<file path="src/rtl/fb_rect_fill.sv">
// fb_rect_fill: fills an axis-aligned rectangle of a linear framebuffer
// with a single colour, one pixel write per cycle in raster order.
//
// Ports
//   clk, rst                  clock, synchronous active-high reset
//   cmd_valid_i / cmd_ready_o command handshake
//   cmd_x0_i .. cmd_y1_i      inclusive rectangle corners
//   cmd_color_i               packed {R,G,B} fill colour
//   wr_en_o/wr_addr_o/wr_data_o  framebuffer write port (no back-pressure)
//   busy_o                    engine not idle
//   done_o / err_o            one-cycle completion / rejection pulses
//
// state  | meaning
// -------+--------------------------------------------------------
// IDLE   | waiting for a command, cmd_ready_o high
// CHECK  | validate latched command, preload first pixel
// FILL   | one write per cycle, raster order
// DONE   | done_o pulse, return to IDLE
module fb_rect_fill #(
    parameter int VGA_WIDTH       = 640,
    parameter int VGA_HEIGHT      = 480,
    parameter int VGA_COLOR_DEPTH = 4,
    parameter int BUFFER_WIDTH    = VGA_COLOR_DEPTH * 3
) (
    input  logic                    clk,
    input  logic                    rst,
    input  logic                    cmd_valid_i,
    output logic                    cmd_ready_o,
    input  logic [9:0]              cmd_x0_i,
    input  logic [9:0]              cmd_y0_i,
    input  logic [9:0]              cmd_x1_i,
    input  logic [9:0]              cmd_y1_i,
    input  logic [BUFFER_WIDTH-1:0] cmd_color_i,
    output logic                    wr_en_o,
    output logic [BUFFER_WIDTH-1:0] wr_data_o,
    output logic [18:0]             wr_addr_o,
    output logic                    busy_o,
    output logic                    done_o,
    output logic                    err_o
);

    typedef enum logic [1:0] {
        S_IDLE,
        S_CHECK,
        S_FILL,
        S_DONE
    } state_t;

    localparam logic [10:0] WIDTH_L  = 11'(VGA_WIDTH);
    localparam logic [10:0] HEIGHT_L = 11'(VGA_HEIGHT);
    localparam logic [18:0] WIDTH_A  = 19'(VGA_WIDTH);

    // Constant-coefficient multiply by the framebuffer width as a sum of
    // shifted copies of the row index (640 -> (row<<9)+(row<<7)).
    function automatic logic [18:0] times_width(input logic [9:0] row);
        logic [18:0] acc;
        acc = '0;
        for (int i = 0; i < 19; i++) begin
            if (WIDTH_A[i]) begin
                acc = acc + (19'(row) << i);
            end
        end
        return acc;
    endfunction

    state_t                  state_q, state_d;
    logic [9:0]              x0_q, x0_d, y0_q, y0_d, x1_q, x1_d, y1_q, y1_d;
    logic [BUFFER_WIDTH-1:0] color_q, color_d;
    logic [9:0]              x_q, x_d, y_q, y_d;
    logic [18:0]             row_base_q, row_base_d;
    logic                    ready_q, ready_d;
    logic                    busy_q, busy_d;
    logic                    wr_en_q, wr_en_d;
    logic [18:0]             wr_addr_q, wr_addr_d;
    logic [BUFFER_WIDTH-1:0] wr_data_q, wr_data_d;
    logic                    done_q, done_d;
    logic                    err_q, err_d;

    logic                    cmd_ok;
    logic [18:0]             first_base;
    logic                    last_col;
    logic                    last_row;

    assign cmd_ok = (x0_q <= x1_q) && ({1'b0, x1_q} < WIDTH_L) &&
                    (y0_q <= y1_q) && ({1'b0, y1_q} < HEIGHT_L);
    assign first_base = times_width(y0_q);
    assign last_col   = (x_q == x1_q);
    assign last_row   = (y_q == y1_q);

    always_comb begin
        state_d    = state_q;
        x0_d       = x0_q;
        y0_d       = y0_q;
        x1_d       = x1_q;
        y1_d       = y1_q;
        color_d    = color_q;
        x_d        = x_q;
        y_d        = y_q;
        row_base_d = row_base_q;
        ready_d    = ready_q;
        busy_d     = busy_q;
        wr_en_d    = 1'b0;
        wr_addr_d  = '0;
        wr_data_d  = '0;
        done_d     = 1'b0;
        err_d      = 1'b0;

        case (state_q)
            S_IDLE: begin
                if (cmd_valid_i && ready_q) begin
                    x0_d    = cmd_x0_i;
                    y0_d    = cmd_y0_i;
                    x1_d    = cmd_x1_i;
                    y1_d    = cmd_y1_i;
                    color_d = cmd_color_i;
                    ready_d = 1'b0;
                    busy_d  = 1'b1;
                    state_d = S_CHECK;
                end
            end
            S_CHECK: begin
                if (cmd_ok) begin
                    x_d        = x0_q;
                    y_d        = y0_q;
                    row_base_d = first_base;
                    wr_en_d    = 1'b1;
                    wr_addr_d  = first_base + 19'(x0_q);
                    wr_data_d  = color_q;
                    state_d    = S_FILL;
                end else begin
                    err_d   = 1'b1;
                    ready_d = 1'b1;
                    busy_d  = 1'b0;
                    state_d = S_IDLE;
                end
            end
            S_FILL: begin
                // x_q/y_q name the pixel currently on the write port; the
                // registered outputs are loaded with the following pixel.
                if (last_col && last_row) begin
                    done_d  = 1'b1;
                    state_d = S_DONE;
                end else if (last_col) begin
                    x_d        = x0_q;
                    y_d        = y_q + 10'd1;
                    row_base_d = row_base_q + WIDTH_A;
                    wr_en_d    = 1'b1;
                    wr_addr_d  = row_base_q + WIDTH_A + 19'(x0_q);
                    wr_data_d  = color_q;
                end else begin
                    x_d       = x_q + 10'd1;
                    wr_en_d   = 1'b1;
                    wr_addr_d = row_base_q + 19'(x_q) + 19'd1;
                    wr_data_d = color_q;
                end
            end
            S_DONE: begin
                ready_d = 1'b1;
                busy_d  = 1'b0;
                state_d = S_IDLE;
            end
            default: begin
                ready_d = 1'b1;
                busy_d  = 1'b0;
                state_d = S_IDLE;
            end
        endcase
    end

    always_ff @(posedge clk) begin
        if (rst) begin
            state_q    <= S_IDLE;
            x0_q       <= '0;
            y0_q       <= '0;
            x1_q       <= '0;
            y1_q       <= '0;
            color_q    <= '0;
            x_q        <= '0;
            y_q        <= '0;
            row_base_q <= '0;
            ready_q    <= 1'b1;
            busy_q     <= 1'b0;
            wr_en_q    <= 1'b0;
            wr_addr_q  <= '0;
            wr_data_q  <= '0;
            done_q     <= 1'b0;
            err_q      <= 1'b0;
        end else begin
            state_q    <= state_d;
            x0_q       <= x0_d;
            y0_q       <= y0_d;
            x1_q       <= x1_d;
            y1_q       <= y1_d;
            color_q    <= color_d;
            x_q        <= x_d;
            y_q        <= y_d;
            row_base_q <= row_base_d;
            ready_q    <= ready_d;
            busy_q     <= busy_d;
            wr_en_q    <= wr_en_d;
            wr_addr_q  <= wr_addr_d;
            wr_data_q  <= wr_data_d;
            done_q     <= done_d;
            err_q      <= err_d;
        end
    end

    // Ready is masked while reset is held so a requester never sees a
    // handshake that the reset branch would swallow.
    assign cmd_ready_o = ready_q & ~rst;
    assign busy_o      = busy_q;
    assign wr_en_o     = wr_en_q;
    assign wr_addr_o   = wr_addr_q;
    assign wr_data_o   = wr_data_q;
    assign done_o      = done_q;
    assign err_o       = err_q;

endmodule

</file>
<file path="config.mk">
export PLATFORM = sky130hd
export DESIGN_NAME = fb_rect_fill
export DESIGN_NICKNAME = d
export VERILOG_FILES = /design/src/rtl/fb_rect_fill.sv
export SDC_FILE = /design/constraint.sdc
export NUM_CORES = 1
export LEC_CHECK = 0
export ABC_CLOCK_PERIOD_IN_PS = 8500
export BUFFER_PORTS_ARGS = -buffer_cell sky130_fd_sc_hd__buf_2
export CAP_MARGIN = 30
export CORE_ASPECT_RATIO = 1.1
export CORE_MARGIN = 1.5
export CORE_UTILIZATION = 45
export DETAILED_ROUTE_END_ITERATION = 8
export PLACE_DENSITY = 0.71
export SETUP_SLACK_MARGIN = 0.4
export SLEW_MARGIN = 25
export SYNTH_ARGS = -nofsm -noshare
export SYNTH_HDL_FRONTEND = slang
export SYNTH_SLANG_ARGS = --single-unit
</file>
<file path="constraint.sdc">
create_clock -name clk -period 8.5 [get_ports clk]
set_clock_uncertainty 0.2 [all_clocks]
set_input_delay 1.7 -clock clk [delete_from_list [all_inputs] [get_ports clk]]
set_output_delay 1.7 -clock clk [all_outputs]
set_load 0.01 [all_outputs]
</file>
==> flow_metrics.env, run 1 <==
export IMPL_io_pins=91
export IMPL_netlist_instances=934
export IMPL_min_path_cells=2
export IMPL_die_w_um=125
export IMPL_synth_cell_types=77
export IMPL_grt_use_total_pct=23.0
export IMPL_finalHoldViolCount=0
export IMPL_drc=0
export IMPL_synth_nets=1039
export IMPL_holdWs_ns=0.249
export IMPL_synth_area_per_cell_um2=7.90
export IMPL_die_area_um2=17200
export IMPL_root_buffer="clkbuf_16"
export IMPL_yosys_area_top_type="dfxtp_1"
export IMPL_die_y_um=137
export IMPL_dp_slack_ns=4.39
export IMPL_seq_area_frac_synth_pct=33.1
export IMPL_cts_sinks=122
export IMPL_r2r_start="y0_q[2]"
export IMPL_synth_async_reset_ratio_pct=0
export IMPL_num_vias=6870
export IMPL_period_needed_ns=4.10
export IMPL_clk_transition_reported_paths_ns=0.06
export IMPL_start_util_pct=46.6
export IMPL_grt_pass1_wl_um=31900
export IMPL_antenna_cells=0
export IMPL_netlist_area_um2=7380
export IMPL_drt_iter0_drc=611
export IMPL_fmax_mhz=244
export IMPL_power_switching_mw=0.910
export IMPL_setup_slack_ns=4.40
export IMPL_drive_above_1_share_pct=15.1
export IMPL_drt_antenna_violating_nets=0
export IMPL_cpMaxStageDelayCell="buf_4"
export IMPL_cap_violations=0
export IMPL_p_total_mw=2.35
export IMPL_yosys_top_cells_count="nand2_1 (154), dfxtp_1 (122), a21oi_1 (110)"
export IMPL_reg2regPathDepth=10
export IMPL_final_area_um2=8510
export IMPL_nets=1098
export IMPL_total_leakage_power_nw=3.45
export IMPL_synth_ff_type="dfxtp_1"
export IMPL_hold_buffers=0
export IMPL_routed_wl_um=19200
export IMPL_area_growth_syn_to_layout_pct=15.3
export IMPL_viasPerCell=5.70
export IMPL_yosys_warnings=0
export IMPL_cts_setup_buffers=0
export IMPL_cts_tree="yes"
export IMPL_final_cell_count_no_fill=1206
export IMPL_setup_tns_final_ns=0
export IMPL_worstMarginPinSlew_ns=0.905
export IMPL_netlist_area_leader_share_pct=33.1
export IMPL_synth_edf_count=0
export IMPL_cp_start_kind="primary input"
export IMPL_rsz0062_at_grt="no"
export IMPL_cp_max_fo=25
export IMPL_worst_setup_path_type="primary input to primary output"
export IMPL_place_hpwl_um=13700
export IMPL_firstDrtPassIters=5
export IMPL_sw_frac_of_total_pct=38.7
export IMPL_end_kind="primary output"
export IMPL_globalplace_congestion=0.898
export IMPL_power_density_nw_per_um2=276
export IMPL_cp_arrival_ns=2.20
export IMPL_grt_pass1_vias=6407
export IMPL_hold_class="flip-flop to flip-flop"
export IMPL_place_inst=1173
export IMPL_timing_rr_end="wr_addr_o[17]"
export IMPL_utilization_pct=53.7
export IMPL_wl_per_cell_um=16.0
export IMPL_cts_buffers=17
export IMPL_portBuffers=90
export IMPL_worstHoldStart="color_q[9]"
export IMPL_relSlewSlack_pct=39.7
export IMPL_worst_skew_pair_late_latency_ns=0.42
export IMPL_worst_hold_path_endpoint="color_q[9]"
export IMPL_cts_resized=0
export IMPL_clockBufferDepth=2
export IMPL_r2r_slack_ns=5.18
export IMPL_synth_most_common_cell="nand2_1"
export IMPL_placed_area_um2=7890
export IMPL_path_cells="buf_4, nor2b_1, buf_2"
export IMPL_clkPwrFrac_pct=32.0
export IMPL_antenna_found_initial=1
export IMPL_row_count=48
export IMPL_h_tree_depth=4
export IMPL_ys_seq_elements=122
export IMPL_final_period_utilization_pct=48.2
export IMPL_grt_max_degree=83
export IMPL_cp_slowest_stage_delay_ns=0.26
export IMPL_comb_power_share_pct=35.9
export IMPL_power_frac_seq_pct=32.1
export IMPL_outcome="finished clean"
export IMPL_vdd_drop_max_v=0.000181
export IMPL_ys_top_cells_by_area="dfxtp_1 (33%), ha_1 (8.1%), nand2_1 (7.8%)"
export IMPL_drv_slew=0
export IMPL_grt_ovfl_total=0
export IMPL_p_int_mw=1.44
export IMPL_cp_required_ns=6.60
export IMPL_fp_coreArea_um2=15900
export IMPL_setup_viol=0
==> sequential cells by signal, indices dropped and copies added, names as in the netlist <==
signal      cells
busy_o          1
wr_addr_o      19
y1_q           10
state_q         2
err_o           1
y_q            10
done_o          1
wr_data_o      12
x_q            10
x1_q           10
y0_q           10
x0_q           10
wr_en_o         1
color_q        12
row_base_q     12
ready_q         1
==> how the worst max path moves through the flow <==
stage | start | cells after the start | slack [ns] | endpoint
finish | rst | 3 | 4.40 | cmd_ready_o
global route | rst | 3 | 4.36 | cmd_ready_o
CTS | rst | 3 | 4.39 | cmd_ready_o
detailed placement | rst | 3 | 4.39 | cmd_ready_o
global placement | rst | 3 | 4.40 | cmd_ready_o
floorplan | rst | 3 | 4.33 | cmd_ready_o
==> layer usage <==
layer / track usage [%] / up-vias / share of wire (%)
li1: - / 3423 / -
met1: 29.2 / 3171 / 45
met2: 37.8 / 239 / 46
met3: 4.93 / 37 / 6.4
met4: 9.97 / 0 / 2.6
met5: 0 / - / 0
==> critical path: cells and delay by family <==
kind	cells	cell delay, ns
buffers and inverters	2	0.40
and+or+nand+nor	1	0.08
==> kinds of logic (layout without fill, tap and decap cells) <==
| group | after synthesis | count (layout) | share of synthesized area [%] |
|---|---|---|---|
| AND/OR/NAND/NOR | 355 | 355 | 23.0 |
| other | 1 | 1 | 0.0508 |
| flip-flops | 122 | 122 | 33.1 |
| buffers and inverters | 87 | 159 | 5.09 |
| multiplexers | 8 | 8 | 1.10 |
| adder cells (fa/ha/maj) | 50 | 50 | 8.68 |
| XOR/XNOR | 64 | 64 | 7.70 |
| AO/OA/AOI/OAI | 247 | 247 | 21.3 |
==> layout make-up <==
type | instances | area [um^2]
multi-input cells | 725 | 4570
clock buffers | 19 | 443
clock inverters | 13 | 169
repair buffers | 96 | 518
inverters | 31 | 116
flip-flops and latches | 122 | 2440
fillers | 1539 | 7350
well taps | 200 | 250
==> power by group through the flow <==
stage | Sequential [mW] | Combinational (mW) | Clock (mW)
6_report | 0.754 | 0.844 | 0.751
3_5_place_dp | 0.764 | 0.831 | 0
3_3_place_gp | 0.762 | 0.806 | 0
2_1_floorplan | 0.717 | 0.685 | 0
5_1_grt | 0.766 | 0.935 | 0.789
4_1_cts | 0.752 | 0.838 | 0.761
==> cell usage in the layout (no fill, tap or decap), types with 6 or more instances in the layout <==
master	count
nand2_1	154
dfxtp_1	122
a21oi_1	110
buf_2	89
nor2_1	58
ha_1	48
xor2_1	32
inv_1	31
xnor2_1	31
o21ai_0	31
nor3_1	23
clkbuf_16	17
nand2b_1	16
and2_1	16
a21o_1	13
o22ai_1	12
nand3_1	12
o32ai_1	12
nand4_1	11
and3_1	10
a211oi_1	10
or3_1	10
nor2b_1	9
nor4_1	9
a22oi_1	7
mux2i_1	7
o21a_1	6
a31oi_1	6
buf_4	6
Power figures use the tool's default switching activity.
==> run 2: changes to the inputs <==
Settings changed: ABC_AREA set to 1, ABC_CLOCK_PERIOD_IN_PS 8500 to 3300, PLACE_DENSITY 0.71 to 0.74.
Clock period 8.5 ns to 3.3 ns, I/O delays scaled along.
==> flow_metrics.env, run 2 <==
export IMPL_synthMuxAreaShare_pct=0
export IMPL_placed_area_um2=8260
export IMPL_fillers=1595
export IMPL_grt_max_degree=63
export IMPL_cts_tree="yes"
export IMPL_io_pins=91
export IMPL_clockBufferDepth=2
export IMPL_cp_required_ns=3.40
export IMPL_relSlewSlack_pct=57.8
export IMPL_end_kind="flip-flop"
export IMPL_worst_setup_path_type="flip-flop to flip-flop"
export IMPL_die_y_um=140
export IMPL_start_util_pct=46.4
export IMPL_cts_buffers=17
export IMPL_cts_resized=0
export IMPL_rsz0062_at_grt="yes"
export IMPL_vdd_drop_max_v=0.000446
export IMPL_yosys_top_cells_count="nand2_1 (288), inv_1 (128), dfxtp_1 (122)"
export IMPL_outcome="finished clean"
export IMPL_synth_top_family_by_area="simple AND/OR/NAND/NOR gates"
export IMPL_place_hpwl_um=15200
export IMPL_cts_sinks=122
export IMPL_cts_setup_buffers=0
export IMPL_synth_xor_area_share_pct=3.43
export IMPL_yosys_warnings=0
export IMPL_layout_commonest_cell="nand2_1"
export IMPL_dp_slack_ns=0.592
export IMPL_netlist_area_leader_share_pct=31.9
export IMPL_final_cell_mix="nand2_1 (288), inv_1 (127), nor2_1 (120), dfxtp_1 (120), a21oi_1 (112)"
export IMPL_drive_above_1_share_pct=13.1
export IMPL_synthAdderAreaFrac_pct=8.36
export IMPL_viasPerCell=5.35
export IMPL_h_tree_depth=4
export IMPL_clk_transition_reported_paths_ns=0.06
export IMPL_finalHoldViolCount=0
export IMPL_cp_arrival_ns=2.80
export IMPL_drv_slew=0
export IMPL_row_count=49
export IMPL_period_needed_ns=2.70
export IMPL_synth_most_common_cell="nand2_1"
export IMPL_drt_iter0_drc=547
export IMPL_netlist_instances=1177
export IMPL_drt_antenna_violating_nets=0
export IMPL_setup_slack_ns=0.597
export IMPL_reg2regPathDepth=16
export IMPL_synth_nets=1282
export IMPL_routed_wl_um=20500
export IMPL_antenna_cells=0
export IMPL_largest_reg_flops=19
export IMPL_grt_pass1_wl_um=33800
export IMPL_grt_use_total_pct=23.4
export IMPL_die_w_um=127
export IMPL_hold_class="flip-flop to flip-flop"
export IMPL_nets=1356
export IMPL_synth_edf_count=0
export IMPL_synth_async_reset_ratio_pct=0
export IMPL_ys_top_cells_by_area="dfxtp_1 (32%), nand2_1 (14%), ha_1 (7.8%)"
export IMPL_root_buffer="clkbuf_16"
export IMPL_netlist_area_um2=7660
export IMPL_min_path_cells=2
export IMPL_portBuffers=90
export IMPL_cp_start_kind="flip-flop"
export IMPL_cap_violations=0
export IMPL_grt_pass1_vias=7051
export IMPL_synth_cell_types=40
export IMPL_cp_max_fo=5
export IMPL_synth_compound_area_share_pct=15.4
export IMPL_area_growth_syn_to_layout_pct=15.9
export IMPL_hold_buffers=0
export IMPL_setup_tns_final_ns=0
export IMPL_power_density_nw_per_um2=919
export IMPL_fp_coreArea_um2=16500
export IMPL_setup_viol=0
export IMPL_final_area_um2=8880
export IMPL_final_period_utilization_pct=81.9
export IMPL_synth_ff_type="dfxtp_1"
export IMPL_worst_skew_pair_late_latency_ns=0.43
export IMPL_seq_area_frac_synth_pct=31.9
export IMPL_fmax_mhz=370
export IMPL_firstDrtPassIters=6
export IMPL_grt_ovfl_total=0
export IMPL_wl_per_cell_um=14.0
export IMPL_num_vias=7850
export IMPL_globalplace_congestion=0.872
export IMPL_drc=0
export IMPL_total_leakage_power_nw=4.15
export IMPL_ys_seq_elements=122
export IMPL_p_total_mw=8.16
export IMPL_yosys_area_top_type="dfxtp_1"
export IMPL_synth_simple_gate_area_share_pct=31.4
export IMPL_antenna_found_initial=0
export IMPL_synth_area_per_cell_um2=6.51
export IMPL_die_area_um2=17800
export IMPL_worstMarginPinSlew_ns=0.627
-- run 2: cell types whose count changed in the layout (fill, tap and decap cells not counted), moves of 12 or more --
cell / change
nand3_1: +85
nor3_1: -18
nand2_1: +134
and2_1: -16
xnor2_1: -26
nor2_1: +62
inv_1: +96
o21ai_0: +64
o32ai_1: -12
nand2b_1: -16
-- run 2: per-stage QoR --
| step | cells | utilization, % | hold slack [ns] |
|---|---|---|---|
| CTS | 1467 | 53.8 | 0.235 |
| global route | 1467 | 53.8 | 0.258 |
| detailed placement | 1436 | 50.1 | 0.230 |
| global placement | 1436 | 50.1 | 0.227 |
| floorplan | 1177 | - | 0.214 |
| finish | 1467 | 53.8 | 0.235 |
-- run 2: cell type report --
type	instances	area, um^2	share of cell area [%]
Clock buffer	18	439	4.95
Clock inverter	13	170	1.92
Inverter	135	507	5.71
Multi-Input combinational cell	871	4500	50.7
Sequential cell	122	2440	27.5
Tap cell	204	255	2.88
Timing Repair Buffer	104	556	6.26
-- run 2: path summary, 6_finish.rpt --
path / start / endpoint / slack, ns
max: row_base_q[8] / wr_addr_o[16] / 0.60
min: color_q[3] / wr_data_o[3] / 0.24
max reg2reg: row_base_q[8] / wr_addr_o[16] / 0.60
min reg2reg: color_q[3] / wr_data_o[3] / 0.24
-- run 2: logic make-up after synthesis --
family / after synthesis
other: 1
flip-flops: 122
buffers and inverters: 184
AND/OR/NAND/NOR: 563
AO/OA/AOI/OAI: 227
XOR/XNOR: 30
adder cells (fa/ha/maj): 50
-- run 2: metal layers --
layer / GRT usage, % / wire, um / share of wire, %
met5: 0 / 0 / 0
met4: 8.55 / 535 / 2.6
met3: 5.27 / 1660 / 8.1
met2: 38.1 / 9280 / 45
met1: 30.2 / 9020 / 44
-- run 2: power by group --
group          internal [mW]  switching (mW)
sequential              1.86           0.410
clock                   1.21           0.712
combinational           1.36            2.61
-- run 2: worst max-delay path: stages (launching register included) --
cell	delay, ns
dfxtp_1	0.40
ha_1	0.21
nor2_2	0.07
inv_1	0.08
nand2_1	0.06
ha_1	0.34
nand3_1	0.11
nand3b_1	0.13
inv_1	0.08
o21ai_1	0.19
inv_1	0.18
nor2_1	0.16
nand2_1	0.06
nand2_1	0.06
nand3_1	0.07
nand3_1	0.12
a21oi_1	0.07
==> run 3: changes to the inputs <==
Settings changed: ABC_AREA 1 to 0, ABC_CLOCK_PERIOD_IN_PS 3300 to 2700, PLACE_DENSITY 0.74 to 0.71.
Clock period 3.3 ns to 2.7 ns, I/O delays scaled along.
==> flow_metrics.env, run 3 (same netlist as run 1, synthesis figures left out) <==
export IMPL_drc=0
export IMPL_fmax_mhz=372
export IMPL_cp_max_fo=5
export IMPL_finalHoldViolCount=0
export IMPL_cts_buffers=17
export IMPL_comb_power_share_pct=50.6
export IMPL_sw_frac_of_total_pct=39.6
export IMPL_layout_commonest_cell="nand2_1"
export IMPL_power_density_nw_per_um2=905
export IMPL_num_vias=7713
export IMPL_grt_pass1_wl_um=38200
export IMPL_p_int_mw=5.77
export IMPL_cts_tree="yes"
export IMPL_cts_sinks=122
export IMPL_drive_above_1_share_pct=39.6
export IMPL_critPathTopFamily="compound AO/OA/AOI/OAI gates"
export IMPL_hold_buffers=0
export IMPL_clkPwrFrac_pct=24.9
export IMPL_power_switching_mw=3.78
export IMPL_p_total_mw=9.54
export IMPL_worst_skew_pair_late_latency_ns=0.43
export IMPL_largest_reg_flops=19
export IMPL_cap_violations=0
export IMPL_place_hpwl_um=15200
export IMPL_globalplace_congestion=0.928
export IMPL_routed_wl_um=24300
export IMPL_worstMarginPinSlew_ns=0.687
export IMPL_drv_slew=0
export IMPL_clockBufferDepth=2
export IMPL_grt_max_degree=78
export IMPL_place_inst=1235
export IMPL_total_leakage_power_nw=4.24
export IMPL_antenna_found_initial=0
export IMPL_hold_class="primary input to flip-flop"
export IMPL_antenna_cells=0
export IMPL_wl_per_cell_um=18.4
export IMPL_final_period_utilization_pct=99.6
export IMPL_end_kind="flip-flop"
export IMPL_io_pins=91
export IMPL_drt_antenna_violating_nets=0
export IMPL_die_w_um=125
export IMPL_cp_arrival_ns=2.83
export IMPL_die_area_um2=17200
export IMPL_h_tree_depth=4
export IMPL_die_y_um=137
export IMPL_root_buffer="clkbuf_16"
export IMPL_power_frac_seq_pct=24.5
export IMPL_start_util_pct=46.6
export IMPL_drt_iter0_drc=538
export IMPL_placed_area_um2=8660
export IMPL_clk_transition_reported_paths_ns=0.06
export IMPL_rsz0062_at_grt="yes"
export IMPL_area_growth_syn_to_layout_pct=42.9
export IMPL_vdd_drop_max_v=0.000560
export IMPL_period_needed_ns=2.69
export IMPL_grt_pass1_vias=7535
export IMPL_outcome="finished clean"
export IMPL_final_cell_count_no_fill=1319
export IMPL_cp_slowest_stage_delay_ns=0.41
export IMPL_final_cell_mix="nand2_1 (151), buf_4 (92), buf_2 (89), dfxtp_1 (88), a21oi_1 (81)"
export IMPL_worst_path_buf_inv=2
export IMPL_row_count=48
export IMPL_cp_required_ns=2.84
export IMPL_portBuffers=90
export IMPL_viasPerCell=5.85
export IMPL_setup_viol=0
export IMPL_nets=1211
export IMPL_cpMaxStageDelayCell="dfxtp_4"
export IMPL_grt_ovfl_total=0
export IMPL_firstDrtPassIters=5
export IMPL_cp_start_kind="flip-flop"
export IMPL_path_cells="ha_4, inv_2, fa_2, and2b_2, o21ai_0, a211o_1, buf_4, xnor2_1, nand2_1, a21oi_1"
export IMPL_worst_setup_path_type="flip-flop to flip-flop"
export IMPL_relSlewSlack_pct=53.8
export IMPL_grt_use_total_pct=27.8
export IMPL_fp_coreArea_um2=15900
export IMPL_final_area_um2=10500
-- run 3: changes by cell type in the layout (fill, tap and decap cells not counted), moves of 20 or more --
cell / change
a21oi_1: -31
o21ai_0: -78
nand3_1: -86
dfxtp_1: -32
a21oi_2: +26
ha_1: -23
dfxtp_2: +23
ha_4: +22
nand2_1: -137
nor2_1: -66
inv_1: -106
buf_4: +78
xnor2_1: +20
-- run 3: final timing paths --
path | from | cells after the start | slack, ns | to
setup / recovery | y0_q[2] | 10 | 0.01 | wr_addr_o[15]
hold / removal | cmd_x1_i[8] | 3 | 0.14 | x1_q[8]
setup reg to reg | y0_q[2] | 10 | 0.01 | wr_addr_o[15]
hold reg to reg | color_q[1] | 2 | 0.25 | color_q[1]
-- run 3: through the flow --
stage / util, % / hold WS, ns / setup slack (ns) / TNS, ns
CTS: 64.6 / 0.129 / 0.0597 / 0
global route: 66.5 / 0.146 / -0.0826 / -0.781
floorplan: - / 0.230 / 0.102 / 0
detailed placement: 54.6 / 0.242 / 0.0203 / 0
global placement: 54.6 / 0.233 / 0.0826 / 0
finish: 66.5 / 0.137 / 0.0113 / 0
-- run 3: repair_timing --
action / 4_1_cts / 5_1_grt
setup endpoints to repair: 68 / 69
gates resized for setup: 145 / 46
hold endpoints to repair: 0 / 0
setup buffers: 36 / 10
pin swaps: 70 / 45
gates cloned: 5 / 1
-- run 3: power groups by stage --
stage	sequential, mW	clock [mW]	combinational [mW]
6_report	2.34	2.37	4.83
5_1_grt	2.36	2.45	5.16
4_1_cts	2.32	2.38	4.35
3_5_place_dp	2.33	0	3.28
3_3_place_gp	2.33	0	3.25
2_1_floorplan	2.29	0	2.33
-- run 3: area by class of cell --
cell class | instances | area (um^2)
clock buffer | 19 | 454
sequential | 122 | 2510
clock inverter | 13 | 158
tap | 200 | 250
multi-input combinational | 727 | 5560
fill | 1218 | 5310
inverter | 31 | 116
timing repair buffer | 207 | 1510
-- run 3: metal layers --
metal / share of wire (%) / global-route usage, % / wire length [um]
met1: 41 / 32.9 / 10000
met2: 49 / 48.4 / 11900
met3: 6.1 / 5.44 / 1490
met4: 3.7 / 13.8 / 886
met5: 0 / 0 / 0
-- run 3: worst reg2reg max path: stages, from the launching register on --
cell and delay, ns:
dfxtp_4 0.41, ha_4 0.15, inv_2 0.03, fa_2 0.34, and2b_2 0.28, o21ai_0 0.13
a211o_1 0.31, buf_4 0.15, xnor2_1 0.31, nand2_1 0.10, a21oi_1 0.19
